### config.mk
export PLATFORM = sky130hd
export DESIGN_NAME = prirv32_mem_arb
export DESIGN_NICKNAME = d
export VERILOG_FILES = /design/src/rtl/prirv32_pkg.sv /design/src/rtl/prirv32_load_align.sv /design/src/rtl/prirv32_mem_arb.sv
export SDC_FILE = /design/constraint.sdc
export NUM_CORES = 1
export LEC_CHECK = 0
export ABC_CLOCK_PERIOD_IN_PS = 4530
export BUFFER_PORTS_ARGS = -buffer_cell sky130_fd_sc_hd__buf_2
export CELL_PAD_IN_SITES_DETAIL_PLACEMENT = 1
export CELL_PAD_IN_SITES_GLOBAL_PLACEMENT = 2
export CORE_ASPECT_RATIO = 1.75
export CORE_MARGIN = 2
export CORE_UTILIZATION = 28
export DETAILED_ROUTE_END_ITERATION = 12
export HOLD_SLACK_MARGIN = 0.02
export PLACE_DENSITY = 0.94
export SLEW_MARGIN = 20
export SYNTH_ARGS = -nofsm -noshare
export SYNTH_HDL_FRONTEND = slang
export SYNTH_SLANG_ARGS = --single-unit
### constraint.sdc
create_clock -name clk_in -period 4.53 [get_ports clk_in]
set_input_delay 0 -clock clk_in [delete_from_list [all_inputs] [get_ports clk_in]]
set_output_delay 0 -clock clk_in [all_outputs]
set_load 0.05 [all_outputs]
### src/rtl/prirv32_pkg.sv
// Shared encodings and helpers for the prirv32 memory arbiter: access sizes,
// FSM states, port owners and the byte-lane helper functions.
package prirv32_pkg;

    localparam logic [1:0] SZ_B = 2'b00;
    localparam logic [1:0] SZ_H = 2'b01;
    localparam logic [1:0] SZ_W = 2'b10;
    localparam logic [1:0] SZ_X = 2'b11;

    typedef enum logic [1:0] {
        ST_IDLE = 2'b00,
        ST_BUSY = 2'b01,
        ST_RESP = 2'b10
    } state_t;

    typedef enum logic {
        OWN_IF = 1'b0,
        OWN_LS = 1'b1
    } owner_t;

    // Illegal size (11) is reported through the same error path as misalignment.
    function automatic logic is_misaligned(input logic [1:0] size, input logic [1:0] off);
        case (size)
            SZ_B:    return 1'b0;
            SZ_H:    return off[0];
            SZ_W:    return off != 2'b00;
            default: return 1'b1;
        endcase
    endfunction

    function automatic logic [3:0] gen_strb(input logic [1:0] size, input logic [1:0] off);
        case (size)
            SZ_B:    return 4'b0001 << off;
            SZ_H:    return 4'b0011 << {off[1], 1'b0};
            default: return 4'b1111;
        endcase
    endfunction

    function automatic logic [31:0] gen_wdata(input logic [1:0] size, input logic [31:0] wdata);
        case (size)
            SZ_B:    return {4{wdata[7:0]}};
            SZ_H:    return {2{wdata[15:0]}};
            default: return wdata;
        endcase
    endfunction

endpackage

### src/rtl/prirv32_load_align.sv
// Load data alignment: picks the addressed byte/half lane out of the memory
// word and sign- or zero-extends it to 32 bits.
module prirv32_load_align
    import prirv32_pkg::*;
(
    input  logic [31:0] rdata_i,
    input  logic [1:0]  off_i,
    input  logic [1:0]  size_i,
    input  logic        unsigned_i,
    output logic [31:0] data_o
);

    logic [7:0]  byte_lane;
    logic [15:0] half_lane;

    // NOTE: every output of a combinational block gets a value on every path,
    // otherwise synthesis infers a latch.
    always_comb begin
        byte_lane = rdata_i[7:0];
        case (off_i)
            2'd1:    byte_lane = rdata_i[15:8];
            2'd2:    byte_lane = rdata_i[23:16];
            2'd3:    byte_lane = rdata_i[31:24];
            default: byte_lane = rdata_i[7:0];
        endcase
        half_lane = off_i[1] ? rdata_i[31:16] : rdata_i[15:0];

        case (size_i)
            SZ_B:    data_o = {{24{byte_lane[7] & ~unsigned_i}}, byte_lane};
            SZ_H:    data_o = {{16{half_lane[15] & ~unsigned_i}}, half_lane};
            default: data_o = rdata_i;
        endcase
    end

endmodule

### src/rtl/prirv32_mem_arb.sv
// Arbiter sharing the single memory port between instruction fetch and the
// load/store path: one transaction at a time, round-robin on conflicts.
module prirv32_mem_arb
    import prirv32_pkg::*;
#(
    parameter int unsigned TIMEOUT_CYCLES = 255
) (
    input  logic        clk_in,
    input  logic        rst_n,

    input  logic        if_req_valid,
    input  logic [31:0] if_req_addr,
    output logic        if_req_ready,
    output logic        if_rsp_valid,
    output logic [31:0] if_rsp_rdata,
    output logic        if_rsp_err,

    input  logic        ls_req_valid,
    input  logic        ls_req_we,
    input  logic [1:0]  ls_req_size,
    input  logic        ls_req_unsigned,
    input  logic [31:0] ls_req_addr,
    input  logic [31:0] ls_req_wdata,
    output logic        ls_req_ready,
    output logic        ls_rsp_valid,
    output logic [31:0] ls_rsp_rdata,
    output logic        ls_rsp_err,

    output logic        mem_valid,
    output logic [31:0] mem_addr,
    output logic [31:0] mem_wdata,
    output logic [3:0]  mem_wstrb,
    input  logic        mem_ready,
    input  logic [31:0] mem_rdata
);

    // The counter only needs to reach TIMEOUT_CYCLES-1 before the timeout fires.
    localparam int CW = (TIMEOUT_CYCLES > 1) ? $clog2(TIMEOUT_CYCLES) : 1;

    state_t        state_q, state_d;
    owner_t        rr_q, rr_d;
    owner_t        owner_q, owner_d;
    logic [CW-1:0] cnt_q, cnt_d;
    logic [31:0]   rdata_q, rdata_d;
    logic          err_q, err_d;

    logic [29:0]   addr_q;
    logic [1:0]    off_q;
    logic [1:0]    size_q;
    logic          uns_q;
    logic          we_q;
    logic [3:0]    wstrb_q;
    logic [31:0]   wdata_q;

    owner_t        gnt;
    logic          accept;
    logic          conflict;
    logic [31:0]   req_addr;
    logic [1:0]    req_size;
    logic          req_we;
    logic          req_uns;
    logic          req_bad;
    logic          timeout_hit;
    logic [31:0]   load_data;

    assign conflict = if_req_valid && ls_req_valid;

    always_comb begin
        gnt = OWN_LS;
        if (conflict) begin
            gnt = rr_q;
        end else if (if_req_valid) begin
            gnt = OWN_IF;
        end
    end

    // Ready is held low during reset so every output is quiet while rst_n=0.
    assign if_req_ready = rst_n && (state_q == ST_IDLE) && if_req_valid && (gnt == OWN_IF);
    assign ls_req_ready = rst_n && (state_q == ST_IDLE) && ls_req_valid && (gnt == OWN_LS);
    assign accept       = if_req_ready || ls_req_ready;

    // Fetches are treated as unsigned word reads so the aligner passes them through.
    assign req_addr = (gnt == OWN_IF) ? if_req_addr : ls_req_addr;
    assign req_size = (gnt == OWN_IF) ? SZ_W : ls_req_size;
    assign req_we   = (gnt == OWN_LS) && ls_req_we;
    assign req_uns  = (gnt == OWN_IF) || ls_req_unsigned;
    assign req_bad  = is_misaligned(req_size, req_addr[1:0]);

    assign timeout_hit = (TIMEOUT_CYCLES != 0) && (32'(cnt_q) == TIMEOUT_CYCLES - 32'd1);

    prirv32_load_align u_load_align (
        .rdata_i    (mem_rdata),
        .off_i      (off_q),
        .size_i     (size_q),
        .unsigned_i (uns_q),
        .data_o     (load_data)
    );

    always_comb begin
        state_d = state_q;
        rr_d    = rr_q;
        owner_d = owner_q;
        cnt_d   = cnt_q;
        rdata_d = rdata_q;
        err_d   = err_q;

        case (state_q)
            ST_IDLE: begin
                if (accept) begin
                    owner_d = gnt;
                    cnt_d   = '0;
                    rdata_d = '0;
                    if (conflict) begin
                        rr_d = (gnt == OWN_IF) ? OWN_LS : OWN_IF;
                    end
                    if (req_bad) begin
                        state_d = ST_RESP;
                        err_d   = 1'b1;
                    end else begin
                        state_d = ST_BUSY;
                        err_d   = 1'b0;
                    end
                end
            end
            ST_BUSY: begin
                if (mem_ready) begin
                    state_d = ST_RESP;
                    err_d   = 1'b0;
                    rdata_d = we_q ? '0 : load_data;
                end else if (timeout_hit) begin
                    state_d = ST_RESP;
                    err_d   = 1'b1;
                    rdata_d = '0;
                end else if ((TIMEOUT_CYCLES != 0) && (cnt_q != '1)) begin
                    cnt_d = cnt_q + CW'(1);
                end
            end
            ST_RESP: begin
                state_d = ST_IDLE;
            end
            default: begin
                state_d = ST_IDLE;
            end
        endcase
    end

    // NOTE: sequential state is updated with non-blocking assignments only, so
    // every register samples the pre-edge values regardless of block order.
    always_ff @(posedge clk_in) begin
        if (!rst_n) begin
            state_q <= ST_IDLE;
            rr_q    <= OWN_LS;
            owner_q <= OWN_LS;
            cnt_q   <= '0;
            rdata_q <= '0;
            err_q   <= 1'b0;
        end else begin
            state_q <= state_d;
            rr_q    <= rr_d;
            owner_q <= owner_d;
            cnt_q   <= cnt_d;
            rdata_q <= rdata_d;
            err_q   <= err_d;
        end
    end

    // NOTE: request attributes are only observed while BUSY/RESP and are
    // reloaded on every accept; they are reset anyway to keep X out of simulation.
    always_ff @(posedge clk_in) begin
        if (!rst_n) begin
            addr_q  <= '0;
            off_q   <= '0;
            size_q  <= SZ_B;
            uns_q   <= 1'b0;
            we_q    <= 1'b0;
            wstrb_q <= '0;
            wdata_q <= '0;
        end else if (accept) begin
            addr_q  <= req_addr[31:2];
            off_q   <= req_addr[1:0];
            size_q  <= req_size;
            uns_q   <= req_uns;
            we_q    <= req_we;
            wstrb_q <= req_we ? gen_strb(req_size, req_addr[1:0]) : 4'b0000;
            wdata_q <= gen_wdata(req_size, ls_req_wdata);
        end
    end

    assign mem_valid = (state_q == ST_BUSY);
    assign mem_addr  = mem_valid ? {addr_q, 2'b00} : '0;
    assign mem_wdata = mem_valid ? wdata_q : '0;
    assign mem_wstrb = mem_valid ? wstrb_q : '0;

    assign if_rsp_valid = (state_q == ST_RESP) && (owner_q == OWN_IF);
    assign ls_rsp_valid = (state_q == ST_RESP) && (owner_q == OWN_LS);
    assign if_rsp_rdata = if_rsp_valid ? rdata_q : '0;
    assign ls_rsp_rdata = ls_rsp_valid ? rdata_q : '0;
    assign if_rsp_err   = if_rsp_valid && err_q;
    assign ls_rsp_err   = ls_rsp_valid && err_q;

endmodule

==> results of run 1 <==
worst paths after layout:
path / startpoint / to / depth (start not counted)
worst max register to register: rr_q / addr_q[2] / 5
worst min register to register: wdata_q[12] / wdata_q[12] / 2
worst min-delay path: if_req_addr[6] / addr_q[4] / 3
worst max-delay path: state_q[1] / mem_addr[29] / 5
power by group:
part	internal [mW]	switching, mW
registers	1.11	0.0677
logic	0.279	0.363
clock network	0.992	0.493
cell usage after synthesis, drive strengths merged (9+ instances only):
master / number
a22o: 12
dfxtp: 117
nand2: 92
o21ai: 60
a21oi: 47
and2: 134
inv: 14
o22ai: 12
buf: 30
nor2b: 9
clkbuf: 37
nor3: 9
mux2i: 42
nor2: 60
a211oi: 35
layer usage:
layer	track usage, %	vias to the layer above	part of all wire, %
met3	5.07	58	5.2
li1	-	3421	-
met5	0	-	0.092
met4	8.33	4	3.1
met2	40.4	247	55
met1	20.6	3432	36
final cells by class:
class                      instances  area, µm²
timing repair buffer             412       2730
sequential                       117       2340
antenna                            2       5.00
fill                            2783      12800
clock buffer                      24        502
inverter                          14       52.6
multi-input combinational        584       3740
tap                              300        375
clock inverter                     8        144
sequential cells by signal, indices dropped and copies added (netlist names):
signal,cells
cnt_q,8
we_q,1
size_q,2
state_q,2
rr_q,1
uns_q,1
err_q,1
off_q,2
wdata_q,32
rdata_q,32
owner_q,1
addr_q,30
wstrb_q,4
through the flow:
stage | cells | power, mW | cell area (µm²) | hold slack (ns)
4_1_cts | 1459 | 3.31 | 9890 | 0.0229
6_report | 1461 | 3.30 | 9890 | 0.0285
5_1_grt | 1460 | 3.43 | 9890 | 0.0423
3_3_place_gp | 1298 | 1.70 | 7950 | 0.233
3_5_place_dp | 1298 | 1.72 | 7950 | 0.246
2_1_floorplan | 782 | 1.54 | 6440 | 0.136
worst register-to-register path, cell delays in order, from the launching register on:
cell,delay [ns]
dfxtp_1,0.35
a21boi_4,0.59
buf_4,0.55
mux2i_1,0.33
dlygate4sd3_1,0.61
a211oi_1,0.08
timing repair:
item / in CTS / in global routing
hold buffers: 129 / 0
hold endpoints to repair: 100 / 0
endpoints found under the setup margin: 0 / 0
kinds of logic (layout without fill, tap and decap cells):
family | Yosys count | after routing | share of synthesized area [%]
flip-flops | 117 | 117 | 36.4
AND/OR/NAND/NOR | 326 | 326 | 26.5
other | 1 | 4 | 0.0583
adder cells (fa/ha/maj) | 2 | 2 | 0.389
AO/OA/AOI/OAI | 198 | 198 | 21.0
XOR/XNOR | 7 | 7 | 0.953
buffers and inverters | 81 | 458 | 5.99
multiplexers | 49 | 49 | 8.81
==> flow_summary.json, run 1 <==
{
  "yosysSeqAreaShare_pct": 36.4,
  "layout_common_cells": "buf_2, and2_1, dlygate4sd3_1",
  "fmax_mhz": 336,
  "syn-cell-area_um2": 6440,
  "grt_overflow": 0,
  "reg2reg_slack_ns": 1.89,
  "power_leakage_nw": 4.56,
  "grt_max_degree": 56,
  "min_period_ns": 2.98,
  "dr.pass1.iters": 4,
  "cp-start-kind": "register",
  "yosysTopAreaCell": "dfxtp_1",
  "finalMaxSlewViolations": 0,
  "syn_inst": 781,
  "port_buffers": 273,
  "start_util_pct": 28.4,
  "synth_cell_types": 59,
  "required_ns": 4.53,
  "synthTopCellsByArea": "dfxtp_1, and2_1, mux2i_1",
  "cts_resized": 0,
  "area.growth.synth_to_final_pct": 53.7,
  "pin_count": 276,
  "slowest_delay_ns": 0.79,
  "cts_tree": "done",
  "avgSynthCellArea_um2": 8.24,
  "place_congestion": 0.834,
  "arrival_ns": 2.98,
  "synth_top_area_share_pct": 36.4,
  "slew_headroom_pct": 33.0,
  "clock_sinks": 117,
  "grt_pass1_vias": 7530,
  "cts_buffer_depth": 2,
  "fin_nets": 1285,
  "power_density_nw_per_um2": 334,
  "post-place-ws_ns": 1.90,
  "setup_tns_ns": 0,
  "tightest_slew_ns": 1.00,
  "yosys_warnings": 0,
  "clkTransAtPathRegs_ns": 0.05,
  "synth_edf_count": 0,
  "crit_fanout": 45,
  "drc": 0,
  "cts_buffers": 17,
  "dpl.hpwl_um": 17100,
  "synth.ff_latch_count": 117,
  "root_buffer": "clkbuf_16",
  "die_area_um2": 24300,
  "final-setup-viol-count": 0,
  "end_kind": "output port",
  "cp_cell_sequence": "nand2b_4 > clkinv_1 > buf_4 > and2_1 > buf_2",
  "max_cap_violations": 0,
  "layout_commonest_cell": "buf_2",
  "die_w_um": 119,
  "antenna_found_initial": 4,
  "ctsHtreeMaxLevel": 4,
  "vdd_drop_max_mv": 0.219,
  "path_class": "register to output port",
  "critPathBufInv": 3,
  "clk-insertion-delay-late_ns": 0.42,
  "rsz0062_at_grt": "no",
  "finalHoldViolCount": 0,
  "rows": 73,
  "dr_total_vias": 7162,
  "fin_util_pct": 43.7,
  "drt_iter0_markers": 335,
  "wl_per_cell_um": 17.9,
  "hold_path.class": "input pin to register",
  "die_h_um": 205,
  "status": "finished clean",
  "cts_setup_buffers": 0,
  "async_flop_share_pct": 0,
  "setup_slack_ns": 1.55,
  "coreArea_um2": 22700,
  "grt_pass1_wl_um": 39700,
  "finalCritPeriodShare_pct": 65.7,
  "ant_nets": 0,
  "layout-drive-gt1-share_pct": 29.3,
  "synthFlopType": "dfxtp_1",
  "routed_wirelength_um": 26100,
  "crit_slowest_cell": "dfxtp_1",
  "skew_ns": 0.00500,
  "vias_per_cell": 4.90,
  "track_usage_pct": 20.7,
  "cp_top_family": "buffers and inverters"
}
No activity file was read; power rests on OpenSTA's default activity.
==> run 2, diff against run 1 <==
--- a/config.mk
+++ b/config.mk
@@ -5,16 +5,16 @@
 export SDC_FILE = /design/constraint.sdc
 export NUM_CORES = 1
 export LEC_CHECK = 0
-export ABC_CLOCK_PERIOD_IN_PS = 4530
+export ABC_CLOCK_PERIOD_IN_PS = 2400
 export BUFFER_PORTS_ARGS = -buffer_cell sky130_fd_sc_hd__buf_2
 export CELL_PAD_IN_SITES_DETAIL_PLACEMENT = 1
 export CELL_PAD_IN_SITES_GLOBAL_PLACEMENT = 2
 export CORE_ASPECT_RATIO = 1.75
 export CORE_MARGIN = 2
-export CORE_UTILIZATION = 28
+export CORE_UTILIZATION = 24
 export DETAILED_ROUTE_END_ITERATION = 12
 export HOLD_SLACK_MARGIN = 0.02
-export PLACE_DENSITY = 0.94
+export PLACE_DENSITY = 0.86
 export SLEW_MARGIN = 20
 export SYNTH_ARGS = -nofsm -noshare
 export SYNTH_HDL_FRONTEND = slang
==> constraint.sdc (replaced) <==
create_clock -name clk_in -period 2.4 [get_ports clk_in]
set_input_delay 0 -clock clk_in [delete_from_list [all_inputs] [get_ports clk_in]]
set_output_delay 0 -clock clk_in [all_outputs]
set_load 0.05 [all_outputs]
==> run 2 against run 1 <==
Effect of this change: cell count up 2.5%; combinational power grew 96%; via count shrank 0.74%; clock-buffer cell count rose by 1; flip-flop and latch count unchanged; die area up 16%; core utilization decreased by 5.9 points; critical endpoint is now addr_q[13]; largest power group unchanged; highest routed layer unchanged.
==> flow_summary.json, run 2 (synthesis gave the netlist of run 1 again) <==
{
  "clk-insertion-delay-late_ns": 0.43,
  "status": "finished clean",
  "rsz0062_at_grt": "no",
  "finalCritPeriodShare_pct": 90.3,
  "coreArea_um2": 26500,
  "die_w_um": 128,
  "r2r_end": "addr_q[13]",
  "required_ns": 2.68,
  "vdd_drop_max_mv": 0.419,
  "root_buffer": "clkbuf_16",
  "clkTransAtPathRegs_ns": 0.06,
  "die_h_um": 221,
  "hold_path.class": "input pin to register",
  "start_util_pct": 24.3,
  "fin_util_pct": 37.8,
  "finalHoldViolCount": 0,
  "track_usage_pct": 18.1,
  "crit_fanout": 24,
  "layout_commonest_cell": "buf_2",
  "port_buffers": 273,
  "hp-start": "if_req_addr[1]",
  "drt_iter0_markers": 295,
  "reg2reg_slack_ns": 0.23,
  "grt_overflow": 0,
  "crit_slowest_cell": "dlygate4sd3_1",
  "cts_buffers": 17,
  "hold_path_end": "off_q[1]",
  "fmax_mhz": 462,
  "pin_count": 276,
  "drc": 0,
  "dpl.hpwl_um": 18100,
  "clock_sinks": 117,
  "dr.pass1.iters": 5,
  "arrival_ns": 2.44,
  "end_kind": "register",
  "reg.largest.list": "rdata_q x32, wdata_q x32, addr_q x30",
  "slew_headroom_pct": 49.9,
  "antenna_found_initial": 1,
  "cts_buffer_depth": 2,
  "power_density_nw_per_um2": 603,
  "cp-start-kind": "register",
  "power_leakage_nw": 4.60,
  "rows": 79,
  "n_fill_cell": 3172,
  "cts_tree": "done",
  "max_cap_violations": 0,
  "tightest_slew_ns": 0.751,
  "wl_per_cell_um": 17.2,
  "min_period_ns": 2.17,
  "path_class": "register to register",
  "ctsHtreeMaxLevel": 4,
  "grt_pass1_vias": 7547,
  "area.growth.synth_to_final_pct": 55.6,
  "setup_tns_ns": 0,
  "place_congestion": 0.769,
  "r2r_cells": 5,
  "cp_cell_sequence": "a21boi_4 > buf_6 > mux2i_1 > dlygate4sd3_1 > a211oi_1",
  "skew_ns": 0.00759,
  "fin_nets": 1298,
  "grt_pass1_wl_um": 39900,
  "finalMaxSlewViolations": 0,
  "routed_wirelength_um": 25700,
  "ant_nets": 0,
  "vias_per_cell": 4.75,
  "final-setup-viol-count": 0,
  "layout-drive-gt1-share_pct": 30.0,
  "slowest_delay_ns": 0.60,
  "total_power_mw": 6.04,
  "grt_max_degree": 60,
  "die_area_um2": 28200,
  "layout_common_cells": "buf_2, and2_1, dlygate4sd3_1",
  "dr_total_vias": 7109,
  "min_path_cells": 4,
  "r2r_start": "rr_q"
}
==> run 2: cell types whose count changed in the layout (fill, tap and decap cells not counted), moves of 2 or more <==
cell	previous run	this run
buf_4	10	18
clkinvlp_4	0	3
buf_12	0	2
bufinv_16	4	2
dlygate4sd3_1	129	131
==> run 2: report_power, final <==
| group | internal, mW | total (mW) | switching, mW |
|---|---|---|---|
| Clock | 1.66 | 2.59 | 0.924 |
| Sequential | 2.09 | 2.19 | 0.0992 |
| Combinational | 0.557 | 1.26 | 0.703 |
==> run 2: worst max-delay path: cells and delay by family, from the launching register on <==
kind / cells / cell delay [ns]
flip-flops: 1 / 0.34
multiplexers: 1 / 0.28
buffers and inverters: 2 / 0.93
AO/OA/AOI/OAI: 2 / 0.45
==> run 2: what timing repair did <==
| action | in CTS | in global routing |
|---|---|---|
| resized for setup | 0 | 2 |
| endpoints found under the setup margin | 0 | 61 |
| hold endpoints to repair | 104 | 0 |
| setup buffers | 0 | 0 |
| hold buffers | 131 | 0 |
==> run 2: final cells by class <==
type                       instances  area [µm²]  area share, %
sequential                       117        2340           23.4
clock inverter                     7        93.8          0.937
inverter                          14        56.3          0.562
timing repair buffer             425        2860           28.6
multi-input combinational        584        3740           37.4
tap                              324         405           4.05
clock buffer                      25         505           5.05
antenna                            2        5.00         0.0500
==> run 2: metal layers <==
layer	share of wire, %	global-route usage (%)	vias to the layer above
li1	-	-	3450
met1	38	19.1	3370
met2	54	33.9	240
met3	4.7	3.84	47
met4	3.3	8.72	2
met5	0.050	0	-
==> run 2: worst max path at each step <==
stage | from | end | slack [ns] | cells past startpoint
floorplan | state_q[0] | if_rsp_rdata[22] | 0.41 | 4
global placement | state_q[0] | mem_addr[30] | 0.53 | 5
detailed placement | size_q[0] | rdata_q[20] | 0.48 | 4
CTS | state_q[0] | mem_addr[30] | 0.04 | 5
global route | rr_q | addr_q[13] | 0.04 | 5
finish | rr_q | addr_q[13] | 0.23 | 5
==> run 2: metrics by stage <==
| stage | worst slack, ns | area (µm²) | std cells | hold slack [ns] |
|---|---|---|---|---|
| detailed placement | 0.477 | 8090 | 1333 | 0.237 |
| floorplan | 0.409 | 6440 | 782 | 0.136 |
| global route | 0.0368 | 10000 | 1496 | 0.0676 |
| finish | 0.234 | 10000 | 1498 | 0.0545 |
| global placement | 0.530 | 8090 | 1333 | 0.235 |
| CTS | 0.0428 | 10000 | 1496 | 0.0348 |
